--- src/rtl/bus_wide_split_reg_pkg.sv ---
// Shared bus field layout and word-count helpers for multi-word register blocks.
// Optional IRQ support in users of this package is enabled by BUS_WIDE_SPLIT_REG_IRQ_EN.
package bus_wide_split_reg_pkg;

    localparam int unsigned BUS_ADDR_WIDTH = 16;
    localparam int unsigned BUS_DATA_WIDTH = 32;

    // bus_in = {reset, we, re, wr_data, addr}
    localparam int unsigned BUS_ADDR_LSB  = 0;
    localparam int unsigned BUS_WDATA_LSB = BUS_ADDR_LSB + BUS_ADDR_WIDTH;
    localparam int unsigned BUS_RE_BIT    = BUS_WDATA_LSB + BUS_DATA_WIDTH;
    localparam int unsigned BUS_WE_BIT    = BUS_RE_BIT + 1;
    localparam int unsigned BUS_RESET_BIT = BUS_WE_BIT + 1;
    localparam int unsigned BUS_IN_WIDTH  = BUS_RESET_BIT + 1;

    // bus_out = {irq, wr_ack, rd_ack, rd_data}
    localparam int unsigned BUS_RDATA_LSB  = 0;
    localparam int unsigned BUS_RD_ACK_BIT = BUS_RDATA_LSB + BUS_DATA_WIDTH;
    localparam int unsigned BUS_WR_ACK_BIT = BUS_RD_ACK_BIT + 1;
    localparam int unsigned BUS_IRQ_BIT    = BUS_WR_ACK_BIT + 1;
    localparam int unsigned BUS_OUT_WIDTH  = BUS_IRQ_BIT + 1;

    function automatic int unsigned bus_word_count(input int unsigned width);
        return (width + BUS_DATA_WIDTH - 1) / BUS_DATA_WIDTH;
    endfunction

    function automatic int unsigned bus_index_width(input int unsigned words);
        return (words > 1) ? $clog2(words) : 1;
    endfunction

endpackage

--- src/rtl/bus_wide_split_reg_word_decode.sv ---
// Address decoder for a block spanning WORDS consecutive 32-bit words at byte address ADDR.
// Produces a hit flag and the word index within the block; address bits [1:0] are ignored.
module bus_wide_split_reg_word_decode
    import bus_wide_split_reg_pkg::*;
#(
    parameter int unsigned ADDR  = 0,
    parameter int unsigned WORDS = 1,
    localparam int unsigned IW   = bus_index_width(WORDS)
) (
    input  logic [BUS_ADDR_WIDTH-1:0] addr_i,
    output logic                      hit_o,
    output logic [IW-1:0]             idx_o
);

    localparam int unsigned WAW = BUS_ADDR_WIDTH - 2;
    localparam logic [WAW-1:0] BASE = WAW'(ADDR >> 2);
    localparam logic [WAW-1:0] SPAN = WAW'(WORDS);

    logic [WAW-1:0] offset;
    logic           unused_addr;

    // Addresses below the base wrap to large offsets, so one compare covers both bounds.
    assign offset      = addr_i[BUS_ADDR_WIDTH-1:2] - BASE;
    assign hit_o       = offset < SPAN;
    assign idx_o       = offset[IW-1:0];
    assign unused_addr = ^{addr_i[1:0], offset};

endmodule

--- src/rtl/bus_wide_split_reg.sv ---
// Multi-word split register: coherent snapshot reads, shadowed atomic writes committed on the
// last word. Define BUS_WIDE_SPLIT_REG_IRQ_EN to add a sticky input-changed interrupt.
module bus_wide_split_reg
    import bus_wide_split_reg_pkg::*;
#(
    parameter int unsigned          DATAWIDTH = 64,
    parameter int unsigned          WORDS     = bus_word_count(DATAWIDTH),
    parameter logic [DATAWIDTH-1:0] IZ        = '0,
    parameter int unsigned          ADDR      = 0,
    parameter int unsigned          REG       = 0,
    parameter int unsigned          SIZE      = 4 * WORDS
) (
    input  logic                     bus_clk,
    input  logic                     bus_reset,
    input  logic [BUS_IN_WIDTH-1:0]  bus_in,
    output logic [BUS_OUT_WIDTH-1:0] bus_out,
    input  logic [DATAWIDTH-1:0]     in,
    output logic [DATAWIDTH-1:0]     out,
    output logic                     wr_pulse
);

    localparam int unsigned  IW   = bus_index_width(WORDS);
    localparam int unsigned  XW   = BUS_DATA_WIDTH * WORDS;
    localparam logic [IW-1:0] LAST = IW'(WORDS - 1);

    logic [BUS_ADDR_WIDTH-1:0] bus_addr;
    logic [BUS_DATA_WIDTH-1:0] bus_wr_data;
    logic                      bus_re, bus_we;
    logic                      hit, rd_hit, wr_hit, commit, snap_load;
    logic [IW-1:0]             idx;

    logic [DATAWIDTH-1:0]      snap_q, snap_d, out_q, out_d;
    logic [XW-1:0]             shadow_q, shadow_d;
    logic [BUS_DATA_WIDTH-1:0] rd_data_q, rd_data_d;
    logic                      rd_ack_q, wr_ack_q, wr_pulse_q;
    logic [XW-1:0]             in_ext, snap_ext, commit_val;
    logic                      irq;
    logic                      unused_sig;

    assign bus_addr    = bus_in[BUS_ADDR_LSB +: BUS_ADDR_WIDTH];
    assign bus_wr_data = bus_in[BUS_WDATA_LSB +: BUS_DATA_WIDTH];
    assign bus_re      = bus_in[BUS_RE_BIT];
    assign bus_we      = bus_in[BUS_WE_BIT];

    bus_wide_split_reg_word_decode #(
        .ADDR  (ADDR),
        .WORDS (WORDS)
    ) u_decode (
        .addr_i (bus_addr),
        .hit_o  (hit),
        .idx_o  (idx)
    );

    assign rd_hit    = bus_re & hit;
    assign wr_hit    = bus_we & hit;
    assign snap_load = rd_hit && (idx == '0);
    assign commit    = wr_hit && (idx == LAST);

    always_comb begin
        in_ext                  = '0;
        in_ext[DATAWIDTH-1:0]   = in;
        snap_ext                = '0;
        snap_ext[DATAWIDTH-1:0] = snap_q;

        rd_data_d = '0;
        if (rd_hit) begin
            if (idx == '0) begin
                rd_data_d = in_ext[BUS_DATA_WIDTH-1:0];
            end else begin
                for (int w = 1; w < int'(WORDS); w++) begin
                    if (idx == IW'(w)) rd_data_d = snap_ext[BUS_DATA_WIDTH*w +: BUS_DATA_WIDTH];
                end
            end
        end

        snap_d = snap_load ? in : snap_q;

        shadow_d = shadow_q;
        for (int w = 0; w < int'(WORDS) - 1; w++) begin
            if (wr_hit && idx == IW'(w)) shadow_d[BUS_DATA_WIDTH*w +: BUS_DATA_WIDTH] = bus_wr_data;
        end

        // The last word comes straight from the bus; lower words from the retained shadow.
        commit_val                         = shadow_q;
        commit_val[XW-1 -: BUS_DATA_WIDTH] = bus_wr_data;
        out_d = commit ? commit_val[DATAWIDTH-1:0] : out_q;
    end

    always_ff @(posedge bus_clk or posedge bus_reset) begin
        if (bus_reset) begin
            out_q      <= IZ;
            snap_q     <= '0;
            shadow_q   <= '0;
            rd_data_q  <= '0;
            rd_ack_q   <= 1'b0;
            wr_ack_q   <= 1'b0;
            wr_pulse_q <= 1'b0;
        end else begin
            out_q      <= out_d;
            snap_q     <= snap_d;
            shadow_q   <= shadow_d;
            rd_data_q  <= rd_data_d;
            rd_ack_q   <= rd_hit;
            wr_ack_q   <= wr_hit;
            wr_pulse_q <= commit;
        end
    end

`ifdef BUS_WIDE_SPLIT_REG_IRQ_EN
    logic [DATAWIDTH-1:0] in_q;
    logic                 changed_q, changed_d;

    always_comb begin
        changed_d = changed_q;
        if (in_q != snap_q) changed_d = 1'b1;
        // A fresh snapshot acknowledges the change, even if a new one is seen this cycle.
        if (snap_load) changed_d = 1'b0;
    end

    always_ff @(posedge bus_clk or posedge bus_reset) begin
        if (bus_reset) begin
            in_q      <= '0;
            changed_q <= 1'b0;
        end else begin
            in_q      <= in;
            changed_q <= changed_d;
        end
    end

    assign irq = changed_q;
`else
    assign irq = 1'b0;
`endif

    always_comb begin
        bus_out                                  = '0;
        bus_out[BUS_RDATA_LSB +: BUS_DATA_WIDTH] = rd_data_q;
        bus_out[BUS_RD_ACK_BIT]                  = rd_ack_q;
        bus_out[BUS_WR_ACK_BIT]                  = wr_ack_q;
        bus_out[BUS_IRQ_BIT]                     = irq;
    end

    assign out      = out_q;
    assign wr_pulse = wr_pulse_q;

    assign unused_sig = ^{bus_in[BUS_RESET_BIT], in_ext, commit_val, REG[0], SIZE[0]};

endmodule
--- config.mk ---
export PLATFORM = sky130hd
export DESIGN_NAME = bus_wide_split_reg
export DESIGN_NICKNAME = d
export VERILOG_FILES = /design/src/rtl/bus_wide_split_reg_pkg.sv /design/src/rtl/bus_wide_split_reg_word_decode.sv /design/src/rtl/bus_wide_split_reg.sv
export SDC_FILE = /design/constraint.sdc
export NUM_CORES = 1
export LEC_CHECK = 0
export BUFFER_PORTS_ARGS = -buffer_cell sky130_fd_sc_hd__clkbuf_2
export CORE_MARGIN = 3
export CORE_UTILIZATION = 40
export DETAILED_ROUTE_END_ITERATION = 7
export GPL_ROUTABILITY_DRIVEN = 0
export PLACE_DENSITY = 0.65
export SLEW_MARGIN = 5
export SYNTH_ARGS = -nofsm -noshare
export SYNTH_HDL_FRONTEND = slang
export SYNTH_SLANG_ARGS = --single-unit
--- constraint.sdc ---
create_clock -name bus_clk -period 12.78 [get_ports bus_clk]
set_input_delay 2.556 -clock bus_clk [delete_from_list [all_inputs] [get_ports bus_clk]]
set_output_delay 2.556 -clock bus_clk [all_outputs]
set_load 0.1 [all_outputs]
==> flow_metrics.env <==
export IMPL_ant_nets=0
export IMPL_hpwl_um=9940
export IMPL_critPathMaxFanout=59
export IMPL_drtIter0Drc=149
export IMPL_crit_path_cell_trace="clkbuf_2 > buf_4 > and4bb_1 > and4_4 > buf_4 > mux2_2"
export IMPL_finalPower_mw=1.06
export IMPL_hold_depth=1
export IMPL_yosys_area_share_simple_pct=4.65
export IMPL_finalSetupViolations=0
export IMPL_drive_gt1_share_pct=60.0
export IMPL_clk_pin_slew_worst_paths_ns=0.07
export IMPL_pin_count=217
export IMPL_max_freq_mhz=209
export IMPL_finalNetCount=726
export IMPL_seqPwrFrac_pct=48.7
export IMPL_max_vdd_ir_drop_v=0.000117
export IMPL_yosysWarnings=0
export IMPL_synthCells=400
export IMPL_p_int_mw=0.814
export IMPL_p_switching_mw=0.246
export IMPL_cts_sink_count=163
export IMPL_synth_area_per_cell_um2=16.9
export IMPL_syn_area_mm2=0.00678
export IMPL_fp_dieW_um=136
export IMPL_ys_types=26
export IMPL_routedWlPerCell_um=17.0
export IMPL_status="finished clean"
export IMPL_ys_seq_elements=163
export IMPL_cp_common_cell="buf_4"
export IMPL_slowest_stage="buf_4"
export IMPL_ys_seq_area_share_pct=60.2
export IMPL_yosysTopAreaCell="dfrtp_1"
export IMPL_grt_pass1_wl_um=23600
export IMPL_synth_fa_ha_area_share_pct=0
export IMPL_synthXorXnorAreaFrac_pct=0
export IMPL_maxSlewHeadroom_pct=15.7
export IMPL_io_buffers=212
export IMPL_cp_data_required_time_ns=13.08
export IMPL_clockBufferDepth=2
export IMPL_hold_viol=0
export IMPL_start_util_pct=41.8
export IMPL_grt_max_degree=84
export IMPL_core_mm2=0.0162
export IMPL_min_to="snap_ext[38]$_DFFE_PP0P_"
export IMPL_hold_path_startpoint="snap_ext[38]$_DFFE_PP0P_"
export IMPL_synth_nets=517
export IMPL_die_area_mm2=0.0185
export IMPL_insertion_delay_ns=0.42
export IMPL_numCtsBuffers=17
export IMPL_pwr_share_comb_pct=4.1
export IMPL_cts_tree="yes"
export IMPL_drt_wl_total_um=14300
export IMPL_critPathCaptureType="flop"
export IMPL_rows=46
export IMPL_finalMaxSlewViolations=0
export IMPL_vias=4034
export IMPL_worst_slew_pin_transition_ns=1.26
export IMPL_tns_ns=0
export IMPL_synth_compound_area_share_pct=0
export IMPL_antenna_found_initial=0
export IMPL_overflow=0
export IMPL_cts_hold_buf=0
export IMPL_drv_cap=0
export IMPL_clkPwrFrac_pct=47.1
export IMPL_swShare_pct=23.2
export IMPL_post_cts_resized=0
export IMPL_drc_errors=0
export IMPL_clock_root_buffer="clkbuf_16"
export IMPL_power_density_mw_per_mm2=125
export IMPL_cts_setup_buffers=0
export IMPL_area_growth_pct=24.9
export IMPL_grt_usage_pct=16.4
export IMPL_regToRegSetupSlack_ns=11.99
export IMPL_fin_skew_ns=0.00655
export IMPL_synth_top_family_by_area="multiplexers"
export IMPL_max_stage_delay_ns=0.78
export IMPL_synth_top_cell_area_share_pct=60.2
export IMPL_cts_htree_levels=4
export IMPL_leakage_nw=4.63
export IMPL_antenna_cells=0
export IMPL_muxShareOfSynthArea_pct=31.0
export IMPL_grt_pass1_vias=4489
export IMPL_min_path_type="reg -> reg"
export IMPL_period_needed_ns=4.78
export IMPL_path_class="in -> reg"
export IMPL_reg2reg_depth=1
export IMPL_synth_area_leaders="dfrtp_1 60%, mux2_4 20%, mux2i_1 4.7%, mux2_2 4.3%, nor3_1 2.4%"
export IMPL_r2r_end="snap_ext[37]$_DFFE_PP0P_"
export IMPL_rsz0062_at_grt="no"
export IMPL_r2r_start="snap_ext[37]$_DFFE_PP0P_"
export IMPL_fin_crit_sh_pct=37.4
export IMPL_dr_pass1_iters=4
export IMPL_die_y_um=136
export IMPL_cp_arrival_ns=5.07
export IMPL_start_kind="input pin"
export IMPL_vias_per_cell=4.81
==> routing by layer <==
metal	vias up	wire length [um]	GRT usage [%]
met3	22	1460	8.22
met1	2010	5960	19.7
met5	-	0	0
met4	0	227	5.60
li1	1842	-	-
met2	160	6620	25.6
==> power by group through the flow <==
stage | clock, mW | sequential (mW) | combinational (mW)
global placement | 0 | 0.526 | 0.0439
floorplan | 0 | 0.527 | 0.0191
detailed placement | 0 | 0.526 | 0.0452
CTS | 0.516 | 0.516 | 0.0454
finish | 0.500 | 0.516 | 0.0440
global route | 0.540 | 0.516 | 0.0493
==> logic make-up (layout without fill, tap and decap cells) <==
logic type    after synthesis  count (layout)
buf+inv                    28             250
other cells                 1               1
mux                       160             160
flops                     163             163
simple gates               48              48
==> sequential cells by signal (all words and copies together) (netlist names) <==
register / count
wr_pulse: 1
out: 64
shadow_q: 32
rd_ack_q: 1
rd_data_q: 32
wr_ack_q: 1
snap_ext: 32
==> layout by cell type (no fill, tap or decap) <==
cell / count
mux2i_1: 32
nor4b_1: 1
nor3_1: 32
nor4_4: 2
conb_1: 1
clkbuf_2: 212
and4_2: 1
nand2_1: 2
inv_8: 3
dfrtp_1: 163
clkinv_4: 1
mux2_4: 90
clkbuf_16: 17
nor4b_2: 1
nand4_4: 1
bufinv_16: 1
mux2_1: 12
and4_1: 1
buf_4: 5
nor2_1: 3
mux2_2: 26
clkinv_2: 2
nor3_2: 1
and4bb_1: 1
clkbuf_8: 1
nand3_1: 1
and4_4: 1
clkinvlp_4: 2
inv_6: 6
==> worst max-delay path by stage <==
stage	start	endpoint	slack (ns)	depth (start not counted)
detailed placement	bus_in[2]	out[26]$_DFFE_PP0P_	7.55	6
CTS	bus_in[2]	out[26]$_DFFE_PP0P_	8.02	6
floorplan	bus_reset	out[0]$_DFFE_PP0P_	5.82	1
finish	bus_in[2]	out[25]$_DFFE_PP0P_	8.00	6
global placement	bus_in[2]	out[26]$_DFFE_PP0P_	7.63	6
global route	bus_in[2]	out[26]$_DFFE_PP0P_	7.92	6
==> stage by stage <==
step                worst slack [ns]  std cells  util, %  hold slack, ns  cell area, um^2
floorplan                       5.82        400        -           0.458             6780
CTS                             8.02        838     52.2           0.494             8460
finish                          8.00        838     52.2           0.491             8460
global placement                7.63        806     48.6           0.468             7880
detailed placement              7.55        806     48.6           0.479             7880
global route                    7.92        838     52.2           0.513             8460
==> worst max-delay path: cells and delay by family <==
kind,cells,cell delay [ns]
mux,1,0.42
buf+inv,3,1.35
simple gates,2,0.61
==> cell usage after synthesis <==
library cell,n
nand4_2,1
nor4b_1,1
inv_1,1
buf_12,7
nor4_4,2
nand2_1,2
clkbuf_1,5
mux2_4,90
and4_1,1
and4_2,1
and4bb_1,1
nand3_1,1
buf_1,3
nor4b_2,1
mux2_2,26
buf_2,2
mux2_1,12
nor3_2,1
mux2i_1,32
buf_6,6
buf_4,4
nor3_1,32
dfrtp_1,163
and4_4,1
nor2_1,3
conb_1,1
==> cell type report <==
class                           instances  area, um^2
Fill cell                            1433        7770
Sequential cell                       163        4080
Multi-Input combinational cell        209        2430
Timing Repair Buffer                  217        1100
Clock buffer                           18         439
Tap cell                              216         270
Clock inverter                         14         141
Inverter                                1        8.76
No activity file was read; power rests on OpenSTA's default activity.
